==> src/rtl/player_motion.sv <==
// Timed player movement with an external collision query before each committed step.
// Optional macro PLAYER_MOTION_WRAP_EN selects toroidal wrap instead of clamping at the bounds.
module player_motion #(
    parameter int POS_W     = 10,
    parameter int CLK_HZ    = 50_000_000,
    parameter int UPDATE_HZ = 100,
    parameter int STEP      = 1,
    parameter int X_MIN     = 0,
    parameter int X_MAX     = 620,
    parameter int Y_MIN     = 0,
    parameter int Y_MAX     = 460,
    parameter int X_INIT    = 310,
    parameter int Y_INIT    = 230
) (
    input  logic             clk,
    input  logic             rst,
    input  logic             start,
    input  logic             left,
    input  logic             right,
    input  logic             up,
    input  logic             down,
    input  logic             flip_vert,
    output logic [POS_W-1:0] x_pos,
    output logic [POS_W-1:0] y_pos,
    output logic             coll_req,
    output logic [POS_W-1:0] coll_x,
    output logic [POS_W-1:0] coll_y,
    input  logic             coll_ack,
    input  logic             coll_blocked,
    output logic             moved,
    output logic             busy
);

    localparam int DIV   = CLK_HZ / UPDATE_HZ;
    localparam int CNT_W = (DIV > 1) ? $clog2(DIV) : 1;
    // Two guard bits: one for the sign, one so pos+STEP near 2^POS_W cannot overflow.
    localparam int CW    = POS_W + 2;

    localparam logic [CNT_W-1:0]     CNT_LAST = CNT_W'(DIV - 1);
    localparam logic signed [CW-1:0] STEP_S   = CW'(STEP);
    localparam logic signed [CW-1:0] ONE_S    = CW'(1);
    localparam logic signed [CW-1:0] AX_MIN [2] = '{CW'(X_MIN), CW'(Y_MIN)};
    localparam logic signed [CW-1:0] AX_MAX [2] = '{CW'(X_MAX), CW'(Y_MAX)};

    typedef enum logic [2:0] {
        S_IDLE,
        S_WAIT,
        S_PROPOSE,
        S_CHECK,
        S_COMMIT
    } state_t;

    state_t           state_reg;
    logic [CNT_W-1:0] cnt_reg;
    logic             blocked_reg;

    logic signed [CW-1:0] delta    [2];
    logic signed [CW-1:0] dy_raw;
    logic [POS_W-1:0]     pos_cur  [2];
    logic [POS_W-1:0]     cand_pos [2];
    logic                 no_motion;

    function automatic logic [POS_W-1:0] bound_axis(
        input logic signed [CW-1:0] c,
        input logic signed [CW-1:0] lo,
        input logic signed [CW-1:0] hi
    );
        logic signed [CW-1:0] r;
        r = c;
`ifdef PLAYER_MOTION_WRAP_EN
        if (c > hi)
            r = lo + (c - hi - ONE_S);
        else if (c < lo)
            r = hi - (lo - c - ONE_S);
`else
        if (c > hi)
            r = hi;
        else if (c < lo)
            r = lo;
`endif
        return POS_W'(r);
    endfunction

    // Opposing keys on one axis cancel; flip_vert mirrors the vertical request.
    always_comb begin
        delta[0] = '0;
        if (right && !left)
            delta[0] = STEP_S;
        else if (left && !right)
            delta[0] = -STEP_S;

        dy_raw = '0;
        if (down && !up)
            dy_raw = STEP_S;
        else if (up && !down)
            dy_raw = -STEP_S;
        delta[1] = flip_vert ? -dy_raw : dy_raw;
    end

    assign pos_cur[0] = x_pos;
    assign pos_cur[1] = y_pos;
    assign no_motion  = (delta[0] == '0) && (delta[1] == '0);

    genvar gi;
    generate
        for (gi = 0; gi < 2; gi++) begin : g_axis
            assign cand_pos[gi] = bound_axis($signed({2'b00, pos_cur[gi]}) + delta[gi],
                                             AX_MIN[gi], AX_MAX[gi]);
        end
    endgenerate

    always_ff @(posedge clk) begin
        if (rst) begin
            state_reg   <= S_IDLE;
            cnt_reg     <= '0;
            blocked_reg <= 1'b0;
            x_pos       <= POS_W'(X_INIT);
            y_pos       <= POS_W'(Y_INIT);
            coll_x      <= POS_W'(X_INIT);
            coll_y      <= POS_W'(Y_INIT);
            coll_req    <= 1'b0;
            moved       <= 1'b0;
            busy        <= 1'b0;
        end else begin
            moved <= 1'b0;
            case (state_reg)
                S_IDLE: begin
                    cnt_reg <= '0;
                    if (start)
                        state_reg <= S_WAIT;
                end
                S_WAIT: begin
                    if (cnt_reg == CNT_LAST) begin
                        cnt_reg <= '0;
                        if (start) begin
                            state_reg <= S_PROPOSE;
                            busy      <= 1'b1;
                        end else begin
                            state_reg <= S_IDLE;
                        end
                    end else begin
                        cnt_reg <= cnt_reg + CNT_W'(1);
                    end
                end
                S_PROPOSE: begin
                    if (no_motion) begin
                        state_reg <= S_WAIT;
                        busy      <= 1'b0;
                    end else begin
                        coll_x    <= cand_pos[0];
                        coll_y    <= cand_pos[1];
                        coll_req  <= 1'b1;
                        state_reg <= S_CHECK;
                    end
                end
                S_CHECK: begin
                    if (coll_ack) begin
                        blocked_reg <= coll_blocked;
                        coll_req    <= 1'b0;
                        state_reg   <= S_COMMIT;
                    end
                end
                S_COMMIT: begin
                    // A clamped candidate equal to the current position is not a move.
                    if (!blocked_reg && ((coll_x != x_pos) || (coll_y != y_pos))) begin
                        x_pos <= coll_x;
                        y_pos <= coll_y;
                        moved <= 1'b1;
                    end
                    state_reg <= S_WAIT;
                    busy      <= 1'b0;
                end
                default: begin
                    state_reg <= S_IDLE;
                    busy      <= 1'b0;
                    coll_req  <= 1'b0;
                end
            endcase
        end
    end

endmodule

==> config.mk <==
export PLATFORM = sky130hd
export DESIGN_NAME = player_motion
export DESIGN_NICKNAME = d
export VERILOG_FILES = /design/src/rtl/player_motion.sv
export SDC_FILE = /design/constraint.sdc
export NUM_CORES = 1
export LEC_CHECK = 0
export CAP_MARGIN = 25
export CORE_ASPECT_RATIO = 0.75
export CORE_MARGIN = 5
export CORE_UTILIZATION = 51
export CTS_CLUSTER_DIAMETER = 40
export DETAILED_ROUTE_END_ITERATION = 12
export PLACE_DENSITY = 0.85
export SKIP_CTS_REPAIR_TIMING = 1
export SLEW_MARGIN = 10
export SYNTH_ARGS = -nofsm -noshare
export SYNTH_HDL_FRONTEND = slang
export SYNTH_SLANG_ARGS = --single-unit
==> constraint.sdc <==
create_clock -name clk -period 3.3 [get_ports clk]
set_clock_uncertainty 0.2 [all_clocks]
set_input_delay 0.66 -clock clk [delete_from_list [all_inputs] [get_ports clk]]
set_output_delay 0.66 -clock clk [all_outputs]
set_load 0.05 [all_outputs]
==> impl_metrics.toml, run 1 <==
[yosys]
ys.flop_type = "dfxtp_1"
synth_cell_types = 70
synth_top_family_by_area = "compound AO/OA/AOI/OAI gates"
ys_seq_area_share_pct = 31.1
synthCells = 509
ys_warn_count = 0
synth_fp_nets = 538
async_flop_share_pct = 0
synthAdderAreaFrac_pct = 5.77
synthXorXnorAreaFrac_pct = 9.49
synth-simple-area-share_pct = 22.6
synthMuxAreaShare_pct = 2.86
avgSynthCellArea_sq_um = 8.34
synth_area_sq_um = 4250
synth_edf_count = 0
yosys_register_bits = 66
synth-compound-area-share_pct = 23.3

[clock_network]
cts.reportedPaths.clkPinSlew_ps = 70
cts-root-buf = "clkbuf_8"
tritoncts = "built"
cts_made_buffers = 9
cts_buffer_depth = 2
clock_latency_ps = 360
clock_sinks = 66
ctsHtreeMaxLevel = 3

[floorplan]
initial_utilization_pct = 53.2
die_x_microns = 115
die_y_microns = 89.0
io_pins = 53
rows = 28
core_sq_um = 7990
die_area_sq_um = 10300

[final_layout]
fin_cells = 725
nNetsFinal = 644
layout-drive-gt1-share_pct = 24.7
antenna_cells = 0
largest_register_ffs = 19
nFillCells = 530
syn_to_final_growth_pct = 38.0

[global_route]
track_usage_pct = 24.9
grt_pass1_vias = 4176
grt.overflow.total = 0
grt_pass1_wl_microns = 20400
grt_max_degree = 66
antenna_found_initial = 0

[detailed_routing]
avgRoutedWirePerCell_microns = 19.0
dr.first_iter.drc_count = 651
first_pass_iters = 7
vias_per_cell = 6.38
drcViolationCount = 0
drtAntennaViolNets = 0
totalWireLength_microns = 13700
routed-via-count = 4626

[sta]
relSlewSlack_pct = 54.9
max_freq_ghz = 0.290
finalSetupViolCount = 6
whs_ps = 302
worst_slew_pin_slew_ps = 677
grt_setup_unrepaired = "yes"
post-route-min-period_ps = 3450
final.period_utilization_pct = 104
finalHoldViolCount = 0
finalSetupTns_ps = -634
drv_slew = 0
layout_setup_ws_ps = -148

[placement]
placedCellCount = 700
dp_hpwl_microns = 8930
place_congestion = 0.959
dp_slack_ps = -910
port_buffers = 52

[worst_setup_path]
critPathRequiredTime_ps = 3340
crit_path_end_kind = "register"
arrival_ps = 3480
cp_max_fo = 5
cp-start-kind = "input port"
crit_type = "input port to register"
r2r_setup_slack_ps = 280

[power]
internal_power_uw = 1380
swShare_pct = 32.3
pwr-share-clk_pct = 33.7
power_frac_seq_pct = 41.2
combPwrFrac_pct = 25.1
ir_drop_uv = 368
powerDensity_nw_per_um2 = 347
leakage_uw = 0.00235
power_uw = 2040
p_switching_uw = 659

[min_path]
hold_class = "register to register"

[run]
cap_violations = 0

[run_status]
status = "complete, but fails checks"
violations = "negative setup slack"
Yosys cell counts, types with 3 or more instances:
library cell	instances	share of area, %
a211o_1	12	2.5
a211oi_1	4	0.71
a21o_1	8	1.4
a21oi_1	30	3.5
a21oi_2	3	0.62
a221o_1	3	0.71
a22oi_1	3	0.53
a311oi_1	4	0.82
a31oi_1	5	0.74
and3_1	12	1.8
buf_2	7	0.82
clkbuf_1	19	1.7
dfxtp_1	66	31
ha_1	18	5.3
inv_1	18	1.6
mux2i_1	11	2.6
nand2_1	30	2.7
nand2b_1	5	0.74
nand3_1	11	1.3
nand3b_1	8	1.4
nand4_1	10	1.5
nor2_1	55	4.9
nor2b_1	4	0.59
nor3_1	10	1.2
nor3_2	3	0.71
nor4_1	9	1.3
nor4b_1	3	0.62
o21a_1	3	0.53
o21ai_0	18	2.1
o21ai_1	15	1.8
or3_1	6	0.88
xnor2_1	23	4.7
xor2_1	23	4.7
cell families after synthesis:
logic type,Yosys count
mux,12
xor+xnor,46
compound gates,138
fa+ha+maj,19
buf+inv,47
flops,66
simple gates,181
per-stage QoR:
stage	instance area [sq um]	util, %
after floorplan	4340	-
after detailed placement	5310	66.5
after CTS	5500	68.9
after global placement	5310	66.5
final	5860	73.4
after global routing	5860	73.4
cells in the final DEF, fill, tap and decap left out, types with 4 or more instances in the layout:
cell type,netlist,routed
a211o_1,12,12
a21o_1,8,8
a21oi_1,30,28
a21oi_2,3,4
a311oi_1,4,4
a31oi_1,5,4
and3_1,12,12
buf_4,1,69
clkbuf_8,0,9
clkdlybuf4s50_1,0,46
dfxtp_1,66,66
ha_1,18,7
ha_4,0,10
inv_1,18,14
mux2i_1,11,11
nand2_1,30,30
nand2b_1,5,5
nand3_1,11,10
nand3b_1,8,8
nand4_1,10,10
nor2_1,55,54
nor2b_1,4,4
nor3_1,10,9
nor4_1,9,7
o21ai_0,18,18
o21ai_1,15,12
or3_1,6,6
xnor2_1,23,23
xor2_1,23,21
power groups by stage:
stage | combinational [uW] | sequential (uW) | clock, uW
global route | 542 | 841 | 735
floorplan | 235 | 889 | 0
global placement | 412 | 855 | 0
CTS | 429 | 837 | 689
detailed placement | 426 | 856 | 0
finish | 510 | 839 | 687
per-layer routing:
layer | track usage (%) | share of wire [%] | wire length [microns] | vias to the layer above
met5 | 0 | 0 | 0 | -
met4 | 8.64 | 2.7 | 369 | 0
met3 | 5.62 | 8.7 | 1200 | 47
met2 | 41.5 | 48 | 6540 | 275
met1 | 32.2 | 41 | 5640 | 2236
li1 | - | - | - | 2068
layout make-up:
cell class	instances	area [sq um]	share of cell area [%]
clock buffers	9	124	2.11
clock inverters	7	68.8	1.17
inverters	18	80.1	1.37
multi-input cells	396	3050	52.1
flip-flops and latches	66	1320	22.5
well taps	105	131	2.24
repair buffers	124	1080	18.5
worst max-delay path, cell delays in order:
cell and delay [ps]:
buf_6 70, buf_8 120, inv_12 30, ha_4 130
mux2_4 320, fa_2 380, a21o_1 230, a21oi_4 200
o21bai_1 110, a21oi_2 230, xor2_2 110, or4b_4 560
nand3b_1 220, o21ai_1 110
worst paths after layout:
path | start | to | cells after the start
min | coll_req | coll_req | 2
max reg2reg | y_pos[0] | coll_y[1] | 10
min reg2reg | coll_req | coll_req | 2
max | down | coll_y[1] | 14
Power figures use the tool's default switching activity.
==> run 2, diff against run 1 <==
--- a/config.mk
+++ b/config.mk
@@ -8,10 +8,10 @@
 export CAP_MARGIN = 25
 export CORE_ASPECT_RATIO = 0.75
 export CORE_MARGIN = 5
-export CORE_UTILIZATION = 51
+export CORE_UTILIZATION = 55
 export CTS_CLUSTER_DIAMETER = 40
 export DETAILED_ROUTE_END_ITERATION = 12
-export PLACE_DENSITY = 0.85
+export PLACE_DENSITY = 0.87
 export SKIP_CTS_REPAIR_TIMING = 1
 export SLEW_MARGIN = 10
 export SYNTH_ARGS = -nofsm -noshare
==> constraint.sdc (replaced) <==
create_clock -name clk -period 3.7 [get_ports clk]
set_clock_uncertainty 0.2 [all_clocks]
set_input_delay 0.74 -clock clk [delete_from_list [all_inputs] [get_ports clk]]
set_output_delay 0.74 -clock clk [all_outputs]
set_load 0.05 [all_outputs]
==> run 2 against run 1 <==
The run now ends clean. Sequential power fell by 11%. Sequential share of layout area rose by 1.5 points. Flip-flop and latch count did not move. Critical path depth did not move.
==> impl_metrics.toml, run 2 (synthesis gave the netlist of run 1 again) <==
[worst_setup_path]
rr_worst_depth = 9
crit_type = "input port to register"
critPathRequiredTime_ps = 3730
arrival_ps = 3620
crit_chain = "clkdlybuf4s50_1, inv_1, ha_1, inv_1, ha_1, ha_1, or3_1, a21oi_2, a211o_1, nand3_1, a221o_1, o211ai_2, nand2_4, o21a_1"
critPathTopFamily = "compound AO/OA/AOI/OAI gates"
cp-start-kind = "input port"
cp_max_fo = 7
crit_path_end_kind = "register"
cp_num_buf_inv = 3
critPathMaxStageDelay_ps = 460
crit_cells = 14
cp_common_cell = "ha_1"
critical_path.slowest_cell = "clkdlybuf4s50_1"

[final_layout]
fin_cells = 704
mostFrequentLayoutCell = "dfxtp_1"
layout-drive-gt1-share_pct = 19.2
final_cell_mix = "66 x dfxtp_1, 56 x buf_4, 54 x nor2_1, 48 x clkdlybuf4s50_1, 30 x nand2_1"
largest_register_ffs = 19
antenna_cells = 0
nNetsFinal = 628
syn_to_final_growth_pct = 29.5
final_util_pct = 74.0

[clock_network]
cts-root-buf = "clkbuf_8"
clock_latency_ps = 340
clock_sinks = 66
cts.reportedPaths.clkPinSlew_ps = 70
cts_buffer_depth = 2
ctsHtreeMaxLevel = 3
tritoncts = "built"
cts_made_buffers = 9

[floorplan]
die_x_microns = 111
core_sq_um = 7430
io_pins = 53
initial_utilization_pct = 57.1
rows = 27
die_area_sq_um = 9600
die_y_microns = 86.1

[detailed_routing]
vias_per_cell = 6.11
routed-via-count = 4303
avgRoutedWirePerCell_microns = 17.6
first_pass_iters = 5
dr.first_iter.drc_count = 379
totalWireLength_microns = 12400
drcViolationCount = 0
drtAntennaViolNets = 0

[placement]
dp_slack_ps = -585
place_congestion = 1.01
placedCellCount = 686
port_buffers = 52
dp_hpwl_microns = 8820

[sta]
finalHoldViolCount = 0
final.period_utilization_pct = 96.9
max_freq_ghz = 0.279
grt_setup_unrepaired = "no"
finalSetupViolCount = 0
post-route-min-period_ps = 3590
relSlewSlack_pct = 41.9
worst_slew_pin_slew_ps = 872
drv_slew = 0
layout_setup_ws_ps = 114

[power]
powerDensity_nw_per_um2 = 307
leakage_uw = 0.00221
power_uw = 1690
ir_drop_uv = 176

[global_route]
grt_pass1_wl_microns = 20000
grt_max_degree = 48
grt.overflow.total = 0
antenna_found_initial = 0
track_usage_pct = 25.3
grt_pass1_vias = 4117

[min_path]
hold_class = "register to register"
hold_depth = 1

[run]
cap_violations = 0

[run_status]
status = "complete, no violations"
-- run 2: cell types whose count changed in the layout (fill, tap and decap cells not counted), moves of 2 or more --
cell             previous run  this run
buf_4                      69        56
ha_1                        7        15
ha_4                       10         2
inv_1                      14        18
inv_2                       3         0
buf_6                       2         0
clkdlybuf4s50_1            46        48
xor2_1                     21        23
-- run 2: worst register-to-register path, stage by stage (launching register included) --
cell and delay, ps:
dfxtp_1 570, ha_4 270, a21o_1 210, a211oi_4 320, o21bai_1 130, xor2_1 270
a211oi_1 90, or4b_4 560, nand3b_1 210, o21ai_1 100
-- run 2: final timing paths --
check	from	end	slack, ps
worst max-delay path	right	coll_x[3]	110
worst min register to register	cnt_reg[18]	cnt_reg[18]	300
worst min-delay path	cnt_reg[18]	cnt_reg[18]	300
worst max register to register	y_pos[1]	coll_y[5]	640
-- run 2: layer usage --
layer	part of all wire, %	track usage [%]	vias up
li1	-	-	2030
met1	45	34.0	2043
met2	46	40.0	204
met3	8.0	6.35	26
met4	1.7	8.40	0
met5	0	0	-
-- run 2: final cells by class --
class                   instances  area [sq um]
clock buffers                  10           138
clock inverters                 5          31.3
fillers                       497          1930
inverters                      18          67.6
multi-input cells             396          2870
flip-flops and latches         66          1320
well taps                     101           126
repair buffers                108           943
-- run 2: through the flow --
| step | hold slack (ps) | setup TNS, ps | instance area [sq um] |
|---|---|---|---|
| after floorplan | 249 | 0 | 4250 |
| after global placement | 262 | -4620 | 5150 |
| after detailed placement | 270 | -6630 | 5150 |
| after CTS | 284 | -1680 | 5320 |
| after global routing | 293 | 0 | 5500 |
| final | 300 | 0 | 5500 |
-- run 2: power breakdown --
part / switching (uW) / internal [uW]
sequential: 22.6 / 725
combinational: 237 / 175
clock: 274 / 255
==> run 3, diff against run 2 <==
--- a/config.mk
+++ b/config.mk
@@ -11,7 +11,7 @@
 export CORE_UTILIZATION = 55
 export CTS_CLUSTER_DIAMETER = 40
 export DETAILED_ROUTE_END_ITERATION = 12
-export PLACE_DENSITY = 0.87
+export PLACE_DENSITY_LB_ADDON = 0.2
 export SKIP_CTS_REPAIR_TIMING = 1
 export SLEW_MARGIN = 10
 export SYNTH_ARGS = -nofsm -noshare
==> constraint.sdc (replaced) <==
create_clock -name clk -period 4.5 [get_ports clk]
set_clock_uncertainty 0.2 [all_clocks]
set_input_delay 0.9 -clock clk [delete_from_list [all_inputs] [get_ports clk]]
set_output_delay 0.9 -clock clk [all_outputs]
set_load 0.05 [all_outputs]
==> run 3 against run 2 <==
Power shrank 14%. Critical path type unchanged. Largest cell class unchanged. Utilization shrank 6.3 points. Largest power group unchanged. Combinational power shrank 35%. Register-to-register slack gained 750 ps. Wire length shrank 9.8%. Highest routed layer unchanged. Final cell count shrank 6.8%. Worst hold slack lost 15 ps. Non-clock buffer count shrank 49. Clock-buffer cell count is the same. First-iteration DRC count shrank 40%. Sequential share of layout area grew 2.2 points.
==> impl_metrics.toml, run 3 (synthesis gave the netlist of run 1 again) <==
[run_status]
status = "complete, no violations"

[worst_setup_path]
crit_chain = "clkdlybuf4s50_1, inv_1, ha_1, mux2_2, fa_1, a21o_1, a21oi_2, o21bai_1, a21oi_1, xor2_1, or4b_1, a311o_1, nand2_1"
arrival_ps = 4250
critPathRequiredTime_ps = 4590
cp-start-kind = "input port"
critical_path.slowest_cell = "or4b_1"
critPathTopFamily = "compound AO/OA/AOI/OAI gates"
crit_path_end_kind = "register"
cp_max_fo = 8
critPathMaxStageDelay_ps = 560
crit_type = "input port to register"
cp_num_buf_inv = 2

[clock_network]
cts_made_buffers = 9
cts-root-buf = "clkbuf_8"
clock_latency_ps = 340
cts.reportedPaths.clkPinSlew_ps = 80
tritoncts = "built"
cts_buffer_depth = 2
clock_sinks = 66
ctsHtreeMaxLevel = 3

[final_layout]
antenna_cells = 0
mostFrequentLayoutCell = "dfxtp_1"
syn_to_final_growth_pct = 18.5
nFillCells = 627
final_cell_mix = "66 x dfxtp_1, 55 x nor2_1, 51 x clkdlybuf4s50_1, 30 x nand2_1, 30 x a21oi_1"
nNetsFinal = 579
largest_register_ffs = 19
layout-drive-gt1-share_pct = 8.65

[floorplan]
die_x_microns = 111
initial_utilization_pct = 57.1
io_pins = 53
die_y_microns = 86.1
die_area_sq_um = 9600
rows = 27
core_sq_um = 7430

[placement]
dp_hpwl_microns = 8150
port_buffers = 52
place_congestion = 0.944
dp_slack_ps = 23.2

[global_route]
grt_max_degree = 41
antenna_found_initial = 0
grt_pass1_vias = 3757
grt.overflow.total = 0
track_usage_pct = 23.7
grt_pass1_wl_microns = 18700

[min_path]
hold_class = "register to register"

[power]
powerDensity_nw_per_um2 = 290
leakage_uw = 0.00194
ir_drop_uv = 191

[detailed_routing]
drcViolationCount = 0
vias_per_cell = 6.09
dr.first_iter.drc_count = 229
totalWireLength_microns = 11200
first_pass_iters = 4
routed-via-count = 3996
avgRoutedWirePerCell_microns = 17.0
drtAntennaViolNets = 0

[sta]
finalSetupTns_ps = 0
finalSetupViolCount = 0
final.period_utilization_pct = 92.4
drv_slew = 0
relSlewSlack_pct = 32.8
layout_setup_ws_ps = 342
finalHoldViolCount = 0
max_freq_ghz = 0.241
grt_setup_unrepaired = "no"
post-route-min-period_ps = 4160
worst_slew_pin_slew_ps = 1010

[run]
cap_violations = 0
-- run 3: path summary, 6_finish.rpt --
| kind | from | endpoint | slack [ps] | cells after the start |
|---|---|---|---|---|
| worst min register to register | blocked_reg | blocked_reg | 280 | 2 |
| worst max register to register | state_reg[2] | cnt_reg[18] | 1390 | 5 |
| worst max-delay path | up | coll_y[3] | 340 | 13 |
| worst min-delay path | blocked_reg | blocked_reg | 280 | 2 |
-- run 3: metal layers --
metal	routed length [microns]	part of all wire [%]	vias to the layer above	global-route usage [%]
met3	891	8.0	13	7.62
met1	5190	46	1907	31.8
met2	4950	44	139	37.5
li1	-	-	1937	-
met4	142	1.3	0	4.86
met5	0	0	-	0
-- run 3: cell type report --
class	instances	area (sq um)	share of cell area, %
Inverter	18	67.6	1.34
Timing Repair Buffer	59	568	11.3
Multi-Input combinational cell	396	2720	54.1
Clock buffer	10	138	2.74
Tap cell	101	126	2.51
Sequential cell	66	1320	26.3
Clock inverter	6	88.8	1.77
-- run 3: power breakdown --
part	switching, uW	internal (uW)	leakage (uW)
logic	170	97.7	0.00130
registers	18.0	596	0.000534
clock network	247	328	0.000109
total	436	1020	0.00194
-- run 3: worst reg2reg max path, cell delays in order, from the launching register on --
cell,delay (ps)
dfxtp_1,450
nor2_1,780
nand3_1,720
inv_1,420
o21ai_0,160
a311oi_1,300
-- run 3: through the flow --
| step | utilization [%] | hold WS [ps] | std cells | power (uW) | cell area (sq um) |
|---|---|---|---|---|---|
| after floorplan | - | 249 | 509 | 816 | 4250 |
| after global placement | 64.6 | 262 | 640 | 884 | 4800 |
| after CTS | 67.7 | 286 | 656 | 1460 | 5030 |
| final | 67.7 | 285 | 656 | 1460 | 5030 |
| after global routing | 67.7 | 309 | 656 | 1520 | 5030 |
| after detailed placement | 64.6 | 275 | 640 | 890 | 4800 |
